### config.mk
export PLATFORM = sky130hd
export DESIGN_NAME = serial_adder_ctrl
export DESIGN_NICKNAME = d
export VERILOG_FILES = /design/src/rtl/serial_adder_ctrl.sv
export SDC_FILE = /design/constraint.sdc
export NUM_CORES = 1
export LEC_CHECK = 0
export ABC_AREA = 1
export CAP_MARGIN = 20
export CORE_UTILIZATION = 51
export DETAILED_ROUTE_END_ITERATION = 10
export GPL_TIMING_DRIVEN = 1
export PLACE_DENSITY = 0.78
export SLEW_MARGIN = 5
export SYNTH_ARGS = -nofsm -noshare
export SYNTH_HDL_FRONTEND = slang
export SYNTH_SLANG_ARGS = --single-unit
### constraint.sdc
create_clock -name clk -period 1.9 [get_ports clk]
set_input_delay 0.285 -clock clk [delete_from_list [all_inputs] [get_ports clk]]
set_output_delay 0.285 -clock clk [all_outputs]
set_load 0.01 [all_outputs]
### src/rtl/serial_adder_ctrl.sv
// Bit-serial adder: one full_adder cell stepped over WIDTH cycles, LSB first,
// with a start/ready handshake and a one-cycle done pulse on result delivery.

module full_adder (
    input  logic a,
    input  logic b,
    input  logic c_in,
    output logic s,
    output logic c_out
);
    assign s     = a ^ b ^ c_in;
    assign c_out = (a & b) | (c_in & (a ^ b));
endmodule

module serial_adder_ctrl #(
    parameter int WIDTH = 8
) (
    input  logic             clk,
    input  logic             rst_n,
    input  logic             start,
    input  logic [WIDTH-1:0] a,
    input  logic [WIDTH-1:0] b,
    input  logic             c_in,
    output logic             ready,
    output logic             busy,
    output logic             done,
    output logic [WIDTH-1:0] sum,
    output logic             c_out
);
    localparam int CNT_W = $clog2(WIDTH) + 1;

    typedef enum logic [1:0] {IDLE, RUN, DONE} state_t;

    state_t             state_reg, state_next;
    logic [WIDTH-1:0]   a_sh_reg, a_sh_next;
    logic [WIDTH-1:0]   b_sh_reg, b_sh_next;
    logic [WIDTH-1:0]   psum_reg, psum_next;
    logic [WIDTH-1:0]   sum_reg, sum_next;
    logic               carry_reg, carry_next;
    logic               c_out_reg, c_out_next;
    logic [CNT_W-1:0]   cnt_reg, cnt_next;
    logic               fa_s, fa_c;
    logic [WIDTH-1:0]   psum_shift;
    logic               last_bit;

    full_adder u_fa (
        .a     (a_sh_reg[0]),
        .b     (b_sh_reg[0]),
        .c_in  (carry_reg),
        .s     (fa_s),
        .c_out (fa_c)
    );

    // New sum bit enters at the MSB; after WIDTH steps the first bit sits at bit 0.
    generate
        if (WIDTH == 1) begin : g_w1
            assign psum_shift = fa_s;
        end else begin : g_wn
            assign psum_shift = {fa_s, psum_reg[WIDTH-1:1]};
        end
    endgenerate

    assign last_bit = (cnt_reg == CNT_W'(WIDTH - 1));

    always_comb begin
        state_next = state_reg;
        a_sh_next  = a_sh_reg;
        b_sh_next  = b_sh_reg;
        psum_next  = psum_reg;
        sum_next   = sum_reg;
        carry_next = carry_reg;
        c_out_next = c_out_reg;
        cnt_next   = cnt_reg;
        case (state_reg)
            IDLE, DONE: begin
                state_next = IDLE;
                if (start) begin
                    a_sh_next  = a;
                    b_sh_next  = b;
                    carry_next = c_in;
                    cnt_next   = '0;
                    state_next = RUN;
                end
            end
            RUN: begin
                psum_next  = psum_shift;
                carry_next = fa_c;
                a_sh_next  = a_sh_reg >> 1;
                b_sh_next  = b_sh_reg >> 1;
                cnt_next   = cnt_reg + CNT_W'(1);
                if (last_bit) begin
                    sum_next   = psum_shift;
                    c_out_next = fa_c;
                    state_next = DONE;
                end
            end
            default: state_next = IDLE;
        endcase
    end

    always_ff @(posedge clk or negedge rst_n) begin
        if (!rst_n) begin
            state_reg <= IDLE;
            a_sh_reg  <= '0;
            b_sh_reg  <= '0;
            psum_reg  <= '0;
            sum_reg   <= '0;
            carry_reg <= 1'b0;
            c_out_reg <= 1'b0;
            cnt_reg   <= '0;
        end else begin
            state_reg <= state_next;
            a_sh_reg  <= a_sh_next;
            b_sh_reg  <= b_sh_next;
            psum_reg  <= psum_next;
            sum_reg   <= sum_next;
            carry_reg <= carry_next;
            c_out_reg <= c_out_next;
            cnt_reg   <= cnt_next;
        end
    end

    assign ready = (state_reg != RUN);
    assign busy  = (state_reg == RUN);
    assign done  = (state_reg == DONE);
    assign sum   = sum_reg;
    assign c_out = c_out_reg;
endmodule
# --- After elaboration in Yosys (flattened, before gate mapping) ---
# Cells that the tools add are included.
totals:
  ff_bits: 40
  latchBits: 0
  mem_bits_rw: 0
  rom_bits: 0
  input_bits: 20
  output_inout_bits: 12
  wordCells: 36
  memories: 0
classes:
  n_addsub: 1
  multipliers: 0
  n_div: 0
  magnitude_cmp: 0
  eq_ne: 6
  shift: 0
  muxes: 11
  bitwise_logic: 5
  n_reduce_logical: 5
op_table:
  columns: ["operator", "n"]
  rows:
  - ["$pmux 8 s2", 2]
  - ["$mux 8", 2]
  - ["$pmux 4 s2", 1]
  - ["$add 4x1->4 const B", 1]
  - ["$eq 4x3->1 const B", 1]
  - ["$mux 4", 1]
  - ["$ne 2x1->1 const B", 2]
  - ["$pmux 2 s2", 1]
  - ["$reduce_and 2->1", 2]
  - ["$and 1x1->1", 2]
  - ["$eq 2x1->1 const B", 1]
  - ["$eq 2x2->1 const B", 1]
  - ["$logic_not 2->1", 1]
  - ["$mux 1", 2]
  - ["$mux 2", 1]
  - ["$ne 2x2->1 const B", 1]
  - ["$pmux 1 s2", 1]
  - ["$reduce_bool 2->1", 1]
  - ["$reduce_or 2->1", 1]
  - ["$xor 1x1->1", 2]
  - ["$or 1x1->1", 1]

# --- Depth between registers and ports, before layout ---
# Gate-level depths: netlist (run 1).
logic_depth:
  word_depth: 4
  depth_mapped: 7
  mapped_depth_nobuf: 6

# --- Hierarchy ---
# A second synthesis (run 1) with hierarchy kept.
unflattened:
  hier_cells: 220
  hier_area_um2: 1778.0
by_module_without_submodules:
  columns: ["mod", "instances", "cells_each", "area_per_inst_um2", "seq_area_each_um2"]
  rows:
  - ["serial_adder_ctrl", 1, 219, 1757.9, 975.9]
  - ["full_adder", 1, 1, 20.0, 0.0]

# --- Worst setup path before layout (run 1) ---
# Ideal clock, no wire load.
synth_timing:
  kind: "flip-flop to flip-flop"
  startpoint: "register cnt_reg[0]"
  endpoint: "register state_reg[0]"
  setup_time_ns: 0.129
  t_arrival_ns: 1.002
  required_time_ns: 1.771
  setup_slack_ns: 0.769
  path_stages_with_launch: 6
  path_buffers: 1
  period_less_slack_ns: 1.131
  cell_sequence: "dfrtp_1 > ha_1 > nand2_1 > nor2_1 > buf_2 > o21ai_0"
synth_via:
  elab_chain_cells: 2
synth_lines:
  columns: ["element", "line", "text"]
  rows:
  - ["from (decl)", "41", "logic [CNT_W-1:0] cnt_reg, cnt_next;"]
  - ["from (signal assigned)", "119", "cnt_reg <= cnt_next;"]
  - ["$eq 4x3->1", "63", "assign last_bit = (cnt_reg == CNT_W'(WIDTH - 1));"]
  - ["$ne 2x1->1 (no line)", null, null]
  - ["to (signal assigned)", "112", "state_reg <= state_next;"]
  - ["to (decl)", "34", "state_t state_reg, state_next;"]
# Every way passes these cells.
# A chain may end at the register's enable or synchronous reset.

# --- Worst setup path after layout (run 1) ---
layout_timing:
  startpoint: "register state_reg[1]"
  endpoint: "output port done"
layout_via:
  elab_chain_cells: 1
layout_lines:
  columns: ["element", "line", "text"]
  rows:
  - ["$eq 2x2->1", "125", "assign done = (state_reg == DONE);"]
  - ["to (decl)", "26", "output logic done,"]
# Every way passes these cells.

==> impl_metrics.toml, run 1 <==
[sta]
drv_slew = 0
final.min_clock_period_ps = 1774
finalSetupViolCount = 0
worst_clock_skew_ps = 10.23
period_share_pct = 93.37
worst_max_slew_pin_slew_ps = 565.9
max_slew_margin_vs_limit_pct = 62.23
final-hold-violation-count = 0
clock.fmax_ghz = 0.5637
rsz0062_at_grt = "false"
worst_hold_slack_ps = 469.9
setup-tns-final_ps = 0

[critical_path]
cp.buffers_inverters = 2
cp_top_family = "buffers and inverters"
worstPathArrival_ps = 1490
crit_path_start_kind = "flip-flop"
wp_data_required_ps = 1620
critical_path_end_type = "primary output"
critical_path.max_fanout = 2
crit_chain = "inv_2 -> nor2_1 -> clkdlybuf4s50_1"
critPathKind = "reg -> out"
crit_slowest_cell = "sky130_fd_sc_hd__clkdlybuf4s50_1"
maximum_cell_stage_delay_along_the_critical_path_ps = 540

[routing]
detailedRoute.firstPassIterationCount = 4
routedWlPerCell_um = 9.888
drt_drc_violations_left = 0
wirelength_mm = 3.006
initialDrtViolationCount = 65
routed-via-count = 1395
vias_per_cell = 4.589
route.antenna.remaining_nets = 0

[power_and_ir_drop]
vdd.ir_drop.worst_mv = 0.6759
total_leakage_power_uw = 0.001177
pwr-share-comb_pct = 42.9
clock_network_fraction_of_total_power_pct = 13.0
power_frac_seq_pct = 44.1
power.switching_fraction_pct = 39.38
cellInternalPower_uw = 1989
p_switching_uw = 1292
cellPowerDensity_nw_per_um2 = 1510

[synth]
synth_area_leaders = "sky130_fd_sc_hd__dfrtp_1, sky130_fd_sc_hd__nand2_1, sky130_fd_sc_hd__inv_1"
avgSynthCellArea_um2 = 7.964
synth_cell_type_count = 17
ys_seq_area_share_pct = 55.20
yosysTopAreaCell = "sky130_fd_sc_hd__dfrtp_1"
synthesis.nets = 244
yosysWarningCount = 0
syn_inst = 222
synth_largest_type_area_fraction_pct = 55.20
synth.cell_area_um2 = 1768
synth_seq_cells = 39

[clocking]
root_buffer = "sky130_fd_sc_hd__clkbuf_4"
numCtsBuffers = 5
post_cts_resized = 0
cts_tree = "done"
h-tree-depth = 2
ctsLongestPathBuffers = 2
clock_sink_count = 39
worstSkewPairLatency_ps = 340
clkTransAtPathRegs_ps = 110

[floorplan]
fp.dieH_um = 60.88
initial_core_util_pct = 52.98
placementRows = 21
die-area_um2 = 3706
design.core.area_um2 = 3337
pin_count = 32
die-width_um = 60.88

[global_route]
grt_start_max_net_pins = 40
grt_remaining_overflow = 0
grt.total_usage_pct = 19.60
wire_length_of_the_first_global_routing_pass_mm = 5.271
number_of_antenna_violations_at_the_first_check_in_global_routing = 0
grt_pass1_vias = 1222

[final_layout]
layout_cell_share_with_drive_strength_beyond_1_pct = 6.977
antenna-diode-count = 0
nFillCells = 308
finish.net_count = 280
flow.area_growth_from_synthesis_pct = 22.86

[place]
buffer_ports.inserted = 31
dpl_hpwl_mm = 2.022
gp_congestion = 0.7174

[flow_run]
max_cap_violations = 0

[outcome]
outcome = "finished clean"

[worst_hold_path]
min-delay-path-class = "in -> reg"
cell usage after synthesis (all sizes together):
cell,instances
a21oi,1
buf,8
dfrtp,39
fa,1
ha,1
inv,24
nand2,122
nand3,11
nand4,1
nor2,7
o21ai,7
path summary, 6_finish.rpt:
check	start	end	slack (ps)	cells past startpoint
setup / recovery	state_reg[1]$_DFFE_PN0P_	done	130	3
hold / removal	a[7]	a_sh_reg[7]$_DFFE_PN0P_	470	3
setup reg to reg	state_reg[1]$_DFFE_PN0P_	b_sh_reg[4]$_DFFE_PN0P_	380	7
hold reg to reg	sum[3]$_DFFE_PN0P_	sum[3]$_DFFE_PN0P_	480	2
max in group asynchronous	rst_n	psum_reg[3]$_DFFE_PN0P_	1050	3
min in group asynchronous	rst_n	sum[3]$_DFFE_PN0P_	510	3
what timing repair did:
| action | 4_1_cts | 5_1_grt |
|---|---|---|
| setup endpoints to repair | 0 | 0 |
| hold endpoints to repair | 39 | 0 |
| hold buffers | 1 | 0 |
| buffers inserted | 0 | 0 |
final cells by class:
cell class / count / area (um^2) / share of cell area [%]
inverter: 24 / 90.09 / 4.147
clock inverter: 1 / 5.005 / 0.2304
timing repair buffer: 37 / 352.8 / 16.24
sequential: 39 / 975.9 / 44.93
clock buffer: 6 / 51.30 / 2.362
tap: 46 / 57.56 / 2.650
multi-input combinational: 151 / 639.4 / 29.44
power by group through the flow:
stage               clock network [uW]  registers [uW]  logic [uW]
finish                             427            1450        1410
global route                       480            1500        1650
CTS                                438            1450        1430
detailed placement                   0            1460        1420
global placement                     0            1450        1390
floorplan                            0            1460         979
worst min-delay path, cell delays in order:
cell and delay (ps):
sky130_fd_sc_hd__clkdlybuf4s50_1 400, sky130_fd_sc_hd__nand2_1 60, sky130_fd_sc_hd__nand2_1 40
stage by stage:
stage / power, uW / utilization (%) / area, um^2 / cells / setup slack [ps]
final: 3280 / 65.09 / 2172 / 304 / 126.0
after global routing: 3627 / 65.09 / 2172 / 304 / 25.40
after CTS: 3317 / 65.09 / 2172 / 304 / 103.0
after detailed placement: 2885 / 63.10 / 2106 / 296 / 314.9
after global placement: 2836 / 63.10 / 2106 / 296 / 315.6
after floorplan: 2440 / - / 1768 / 222 / 768.6
routing by layer:
layer,wire [um],track usage (%),part of all wire (%)
met2,1354,29.83,45
met4,44,7.792,1.5
met1,1495,26.39,50
met5,0,0,0
met3,112,5.970,3.7
logic make-up after synthesis:
| group | Yosys count | share of synthesized area, % |
|---|---|---|
| AO/OA/AOI/OAI | 8 | 2.264 |
| adder cells (fa/ha/maj) | 2 | 1.840 |
| buffers and inverters | 32 | 8.634 |
| flip-flops | 39 | 55.20 |
| AND/OR/NAND/NOR | 141 | 32.06 |
cells in the final DEF, fill, tap and decap left out, types with 2 or more instances in the layout:
cell / count
sky130_fd_sc_hd__o21ai_0: 7
sky130_fd_sc_hd__nand2_1: 121
sky130_fd_sc_hd__clkbuf_4: 5
sky130_fd_sc_hd__buf_4: 5
sky130_fd_sc_hd__inv_1: 22
sky130_fd_sc_hd__dfrtp_1: 39
sky130_fd_sc_hd__inv_2: 2
sky130_fd_sc_hd__nor2_1: 5
sky130_fd_sc_hd__nand3_1: 11
sky130_fd_sc_hd__clkdlybuf4s50_1: 30
No activity file was read; power rests on OpenSTA's default activity.
==> run 2, diff against run 1 <==
--- a/config.mk
+++ b/config.mk
@@ -15,3 +15,4 @@
 export SYNTH_ARGS = -nofsm -noshare
 export SYNTH_HDL_FRONTEND = slang
 export SYNTH_SLANG_ARGS = --single-unit
+export TNS_END_PERCENT = 100
==> results of run 2 <==
The final DEF is identical to that of run 1; final timing and power are the same.
